`config.mk`:
```
export PLATFORM = sky130hd
export DESIGN_NAME = genius_game_ctrl
export DESIGN_NICKNAME = d
export VERILOG_FILES = /design/src/rtl/genius_pkg.sv /design/src/rtl/genius_seq_mem.sv /design/src/rtl/genius_game_ctrl.sv
export SDC_FILE = /design/constraint.sdc
export NUM_CORES = 1
export LEC_CHECK = 0
export CAP_MARGIN = 20
export CORE_ASPECT_RATIO = 1.25
export CORE_MARGIN = 5
export CORE_UTILIZATION = 36
export DETAILED_ROUTE_END_ITERATION = 10
export SYNTH_ARGS = -nofsm -noshare
export SYNTH_HDL_FRONTEND = slang
export SYNTH_SLANG_ARGS = --single-unit
```
`constraint.sdc`:
```
create_clock -name clk_pll -period 6.1 [get_ports clk_pll]
set_clock_uncertainty 0.05 [all_clocks]
set_input_delay 0.915 -clock clk_pll [delete_from_list [all_inputs] [get_ports clk_pll]]
set_output_delay 0.915 -clock clk_pll [all_outputs]
set_load 0.01 [all_outputs]
```
`src/rtl/genius_pkg.sv`:
```
// Shared definitions for the Genius (Simon) memory game controller.
// Holds the controller state encoding, the colour codes and a small helper
// that classifies states as busy or resting.
package genius_pkg;

  typedef enum logic [2:0] {
    ST_IDLE,
    ST_ADD,
    ST_SHOW_ON,
    ST_SHOW_OFF,
    ST_WAIT_KEY,
    ST_LOSE,
    ST_WIN
  } state_t;

  typedef enum logic [1:0] {
    GREEN  = 2'd0,
    RED    = 2'd1,
    YELLOW = 2'd2,
    BLUE   = 2'd3
  } color_t;

  // Resting states are the ones where a new game may be started.
  function automatic logic state_busy(input state_t s);
    return !(s inside {ST_IDLE, ST_WIN, ST_LOSE});
  endfunction

endpackage

```
`src/rtl/genius_seq_mem.sv`:
```
// Colour sequence storage for the Genius game controller.
// Ports:
//   clk   - write clock (rising edge)
//   we    - write enable
//   waddr - write address
//   wdata - 2-bit colour to store
//   raddr - read address
//   rdata - combinational read of mem[raddr]
// Contents are not reset; only entries below the current length are read.
module genius_seq_mem #(
  parameter int unsigned DEPTH  = 16,
  parameter int unsigned ADDR_W = (DEPTH > 1) ? $clog2(DEPTH) : 1
) (
  input  logic              clk,
  input  logic              we,
  input  logic [ADDR_W-1:0] waddr,
  input  logic [1:0]        wdata,
  input  logic [ADDR_W-1:0] raddr,
  output logic [1:0]        rdata
);

  logic [1:0] mem [DEPTH];

  always_ff @(posedge clk) begin
    if (we) begin
      mem[waddr] <= wdata;
    end
  end

  assign rdata = mem[raddr];

endmodule

```
`src/rtl/genius_game_ctrl.sv`:
```
// Genius (Simon) game controller.
// Each round appends a random colour to the sequence, plays the whole
// sequence back on the lamp, then waits for the player to repeat it.
// Ports:
//   clk_pll   - system clock, rising edge
//   reset     - synchronous active-high reset
//   start     - begin a new game (honoured only in IDLE/WIN/LOSE)
//   key_valid - key strobe; a press is its rising edge
//   key_color - colour of the pressed key
//   rnd       - free-running random colour, sampled when a colour is added
//   led_on    - lamp enable during playback
//   led_color - colour shown while led_on, otherwise 0
//   level     - current sequence length
//   busy      - high outside IDLE/WIN/LOSE
//   game_over - high in LOSE
//   win       - high in WIN
module genius_game_ctrl
  import genius_pkg::*;
#(
  parameter int unsigned MAX_LEN     = 16,
  parameter int unsigned ON_CYC      = 25_000_000,
  parameter int unsigned OFF_CYC     = 12_500_000,
  parameter int unsigned TIMEOUT_CYC = 250_000_000
) (
  input  logic                         clk_pll,
  input  logic                         reset,
  input  logic                         start,
  input  logic                         key_valid,
  input  logic [1:0]                   key_color,
  input  logic [1:0]                   rnd,
  output logic                         led_on,
  output logic [1:0]                   led_color,
  output logic [$clog2(MAX_LEN+1)-1:0] level,
  output logic                         busy,
  output logic                         game_over,
  output logic                         win
);

  localparam int unsigned LEN_W    = $clog2(MAX_LEN + 1);
  localparam int unsigned ADDR_W   = (MAX_LEN > 1) ? $clog2(MAX_LEN) : 1;
  localparam int unsigned SHOW_MAX = (ON_CYC > OFF_CYC) ? ON_CYC : OFF_CYC;
  localparam int unsigned TMR_MAX  = (TIMEOUT_CYC > SHOW_MAX) ? TIMEOUT_CYC : SHOW_MAX;
  localparam int unsigned TMR_W    = $clog2(TMR_MAX + 1);

  state_t             state_q, state_d;
  logic [LEN_W-1:0]   len_q, len_d;
  logic [LEN_W-1:0]   idx_q, idx_d;
  logic [TMR_W-1:0]   tmr_q, tmr_d;
  logic               key_prev_q;

  logic               mem_we;
  logic [1:0]         seq_rd;
  logic               press;
  logic               last;

  genius_seq_mem #(
    .DEPTH  (MAX_LEN),
    .ADDR_W (ADDR_W)
  ) u_seq_mem (
    .clk   (clk_pll),
    .we    (mem_we),
    .waddr (ADDR_W'(len_q)),
    .wdata (rnd),
    .raddr (ADDR_W'(idx_q)),
    .rdata (seq_rd)
  );

  // key_prev_q tracks key_valid in every state, so a level already high on
  // entry to WAIT_KEY never looks like a fresh edge.
  assign press = key_valid & ~key_prev_q;
  assign last  = ((idx_q + 1'b1) == len_q);

  always_ff @(posedge clk_pll) begin
    if (reset) begin
      state_q    <= ST_IDLE;
      len_q      <= '0;
      idx_q      <= '0;
      tmr_q      <= '0;
      key_prev_q <= 1'b0;
    end else begin
      state_q    <= state_d;
      len_q      <= len_d;
      idx_q      <= idx_d;
      tmr_q      <= tmr_d;
      key_prev_q <= key_valid;
    end
  end

  always_comb begin
    state_d   = state_q;
    len_d     = len_q;
    idx_d     = idx_q;
    // Free-running, saturating cycle counter; each state clears it on exit.
    tmr_d     = (tmr_q == TMR_W'(TMR_MAX)) ? tmr_q : tmr_q + 1'b1;
    mem_we    = 1'b0;
    led_on    = 1'b0;
    led_color = GREEN;

    unique case (state_q)
      ST_IDLE, ST_WIN, ST_LOSE: begin
        if (start) begin
          len_d   = '0;
          idx_d   = '0;
          tmr_d   = '0;
          state_d = ST_ADD;
        end
      end

      ST_ADD: begin
        mem_we  = 1'b1;
        len_d   = len_q + 1'b1;
        idx_d   = '0;
        tmr_d   = '0;
        state_d = ST_SHOW_ON;
      end

      ST_SHOW_ON: begin
        led_on    = 1'b1;
        led_color = seq_rd;
        if (tmr_q >= TMR_W'(ON_CYC - 1)) begin
          tmr_d   = '0;
          state_d = ST_SHOW_OFF;
        end
      end

      ST_SHOW_OFF: begin
        if (tmr_q >= TMR_W'(OFF_CYC - 1)) begin
          tmr_d = '0;
          if (last) begin
            idx_d   = '0;
            state_d = ST_WAIT_KEY;
          end else begin
            idx_d   = idx_q + 1'b1;
            state_d = ST_SHOW_ON;
          end
        end
      end

      ST_WAIT_KEY: begin
        // A press in the timeout cycle wins over the timeout.
        if (press) begin
          tmr_d = '0;
          if (key_color != seq_rd) begin
            state_d = ST_LOSE;
          end else if (!last) begin
            idx_d = idx_q + 1'b1;
          end else if (len_q == LEN_W'(MAX_LEN)) begin
            state_d = ST_WIN;
          end else begin
            state_d = ST_ADD;
          end
        end else if (tmr_q >= TMR_W'(TIMEOUT_CYC - 1)) begin
          state_d = ST_LOSE;
        end
      end

      default: state_d = ST_IDLE;
    endcase
  end

  assign level     = len_q;
  assign busy      = state_busy(state_q);
  assign game_over = (state_q == ST_LOSE);
  assign win       = (state_q == ST_WIN);

endmodule

```
==> impl_metrics.py <==
metrics = {
    "outcome": {
        "status": "complete, no violations",
    },
    "timing": {
        "fin_setup_tns_ns": 0,
        "max_freq_mhz": 273,
        "worst_slew_pin_slew_ns": 0.903,
        "finalSetupViolCount": 0,
        "fin_crit_ns": 3.66,
        "finalHoldViolCount": 0,
        "relSlewSlack_pct": 39.8,
        "holdWs_ns": 0.459,
        "slew_viol_final": 0,
        "fin_crit_sh_pct": 60.1,
        "rsz0062_at_grt": "false",
    },
    "worst_hold_path": {
        "whs_endpoint": "idx_q[4]",
        "min_path_type": "flop to flop",
        "worstHoldStart": "idx_q[4]",
        "hold_depth": 2,
    },
    "critical_path": {
        "worstPathArrival_ns": 2.70,
        "crit_path_top_delay_cell": "mux4_1",
        "rr_startpoint": "tmr_q[1]",
        "rrSetupSlack_ns": 3.04,
        "cp-end-kind": "output pin",
        "required_ns": 5.13,
        "cpPeakStageDelay_ns": 0.61,
        "reg2reg_depth": 7,
        "worstPathMaxFanout": 11,
        "cp_top_family": "multiplexers",
        "crit_chain": "mux4_1, mux4_2, and2_2, clkdlybuf4s50_1",
        "critical_path_class": "flop to output pin",
        "startpoint_type": "flop",
        "r2r_end": "tmr_q[0]",
        "cp.buffers_inverters": 1,
    },
    "floorplan": {
        "die_area_mm2": 0.0131,
        "io_pins": 19,
        "core_area_mm2": 0.0106,
        "initial_core_util_pct": 36.9,
        "die_h_um": 127,
        "die_w_um": 103,
        "row_count": 42,
    },
    "logic_synthesis": {
        "synth_edf_count": 32,
        "async_flop_share_pct": 0,
        "synth_top_area_cell": "edfxtp_1",
        "ys_types": 58,
        "syn_inst": 385,
        "ys_warn_count": 0,
        "synth_seq_area_share_pct": 48.1,
        "synth_area_leaders": "edfxtp_1, dfxtp_1, nor2_1",
        "synthFlopType": "dfxtp_1",
        "syn_nets": 400,
        "synth_commonest_cells": "nor2_1, dfxtp_1, edfxtp_1",
        "synth_area_mm2": 0.00391,
        "synth.most_common_cell": "nor2_1",
        "avgSynthCellArea_um2": 10.2,
        "synth_top_area_share_pct": 24.6,
        "synth-seq-cells": 78,
    },
    "route": {
        "ant_nets": 0,
        "firstDrtPassIters": 4,
        "via_count": 2783,
        "avgRoutedWirePerCell_um": 15.1,
        "dr.first_iter.drc_count": 102,
        "drt-total-wl_um": 8110,
        "drc_errors": 0,
        "via_per_inst": 5.18,
    },
    "cts": {
        "cts_root_buf": "clkbuf_16",
        "path_clk_slew_ns": 0.06,
        "cts_max_path_buffers": 2,
        "clock_sinks": 78,
        "cts_hold_buf": 0,
        "htree_levels": 3,
        "cts_made_buffers": 9,
        "cts_setup_buffers": 0,
        "tritoncts": "yes",
        "cts-resized-gates": 0,
        "clk_latency_ns": 0.33,
    },
    "power": {
        "fin_total_pwr_w": 0.00155,
        "vdd_drop_max_mv": 0.128,
        "leakage_nw": 1.48,
        "pwr_density_cell_mw_per_mm2": 343,
    },
    "cells_and_area": {
        "regArea_mm2": 0.00188,
        "multiInputGateArea_mm2": 0.00192,
        "nets": 415,
        "diodes": 0,
        "syn_to_final_growth_pct": 15.0,
        "final_layout_size_suffix_gt1_share_pct": 6.42,
        "fillers": 1035,
    },
    "global_routing": {
        "antenna_found_initial": 0,
        "grt_max_degree": 29,
        "first_global_vias": 2723,
        "grt_overflow_total": 0,
        "globalRouteTotalUtil_pct": 13.2,
        "grt_first_pass_wirelength_um": 13500,
    },
    "run": {
        "maxCapViolCount": 0,
    },
    "placement": {
        "io_buffers": 18,
        "dp.final_hpwl_um": 5920,
        "gp_congestion": 0.806,
    },
}
report_power, final:
group / switching [W] / internal (W)
registers: 0.0000511 / 0.000574
clock network: 0.000214 / 0.000317
logic: 0.000219 / 0.000170
worst reg2reg max path, stage by stage (launching register included):
cell	delay, ns
dfxtp_1	0.39
ha_1	0.23
nand4_1	0.23
a311o_1	0.40
a2111o_1	0.40
a211oi_1	0.32
a21o_1	0.76
nor2_1	0.13
sequential cells by signal, summed over array words and instances, names as in the netlist, named ones only:
name,flops
u_seq_mem.mem,32
tmr_q,28
idx_q,5
level,5
state_q,3
key_prev_q,1
metal layers:
layer  global-route usage, %  wire length (µm)  vias up
li1                        -                 -     1412
met5                       0                 0        -
met3                    3.08               247        8
met2                    22.5              4150       35
met1                    15.9              3610     1328
met4                    4.80               110        0
through the flow:
step	std cells	setup WS, ns	instance area (µm²)	util [%]
CTS	537	2.39	4500	42.4
detailed placement	521	2.77	4200	39.6
global route	537	2.35	4500	42.4
global placement	521	2.81	4200	39.6
floorplan	385	3.43	3910	-
finish	537	2.44	4500	42.4
final cells by class:
cell class	count	share of cell area, %
Tap cell	132	3.67
Inverter	13	1.08
Multi-Input combinational cell	279	42.6
Sequential cell	78	41.8
Timing Repair Buffer	19	4.17
Clock buffer	9	5.01
Clock inverter	7	1.67
cell usage in the layout (no fill, tap or decap), types with 3 or more instances in the layout:
| cell type | n |
|---|---|
| mux4_2 | 3 |
| o21ai_0 | 5 |
| nor3_1 | 13 |
| xor2_1 | 18 |
| nand2_1 | 25 |
| nor2b_1 | 4 |
| a31oi_1 | 3 |
| nor4_1 | 5 |
| nand4b_1 | 3 |
| inv_1 | 13 |
| edfxtp_1 | 32 |
| a21oi_1 | 8 |
| xnor2_1 | 21 |
| nor2_1 | 67 |
| mux4_1 | 6 |
| nand2b_1 | 11 |
| nand4_1 | 10 |
| ha_1 | 7 |
| clkbuf_16 | 9 |
| nor3b_1 | 4 |
| and3_1 | 10 |
| clkinvlp_4 | 3 |
| clkdlybuf4s50_1 | 18 |
| nand3_1 | 13 |
| mux2i_1 | 6 |
| dfxtp_1 | 46 |
logic make-up (layout without fill, tap and decap cells):
kind of cell | count (synthesis) | in the layout | share of synthesized area (%)
mux | 16 | 16 | 7.58
flops | 78 | 78 | 48.1
xor+xnor | 40 | 40 | 9.31
simple gates | 178 | 178 | 23.1
compound gates | 38 | 38 | 6.78
fa+ha+maj | 7 | 7 | 2.24
buf+inv | 28 | 48 | 2.94
worst max path at each step:
stage,endpoint,slack (ns),cells after the start
floorplan,led_color[0],3.43,4
global placement,led_color[0],2.81,4
detailed placement,led_color[0],2.77,4
CTS,led_color[0],2.39,4
global route,led_color[0],2.35,4
finish,led_color[0],2.44,4
Power figures use the tool's default switching activity.
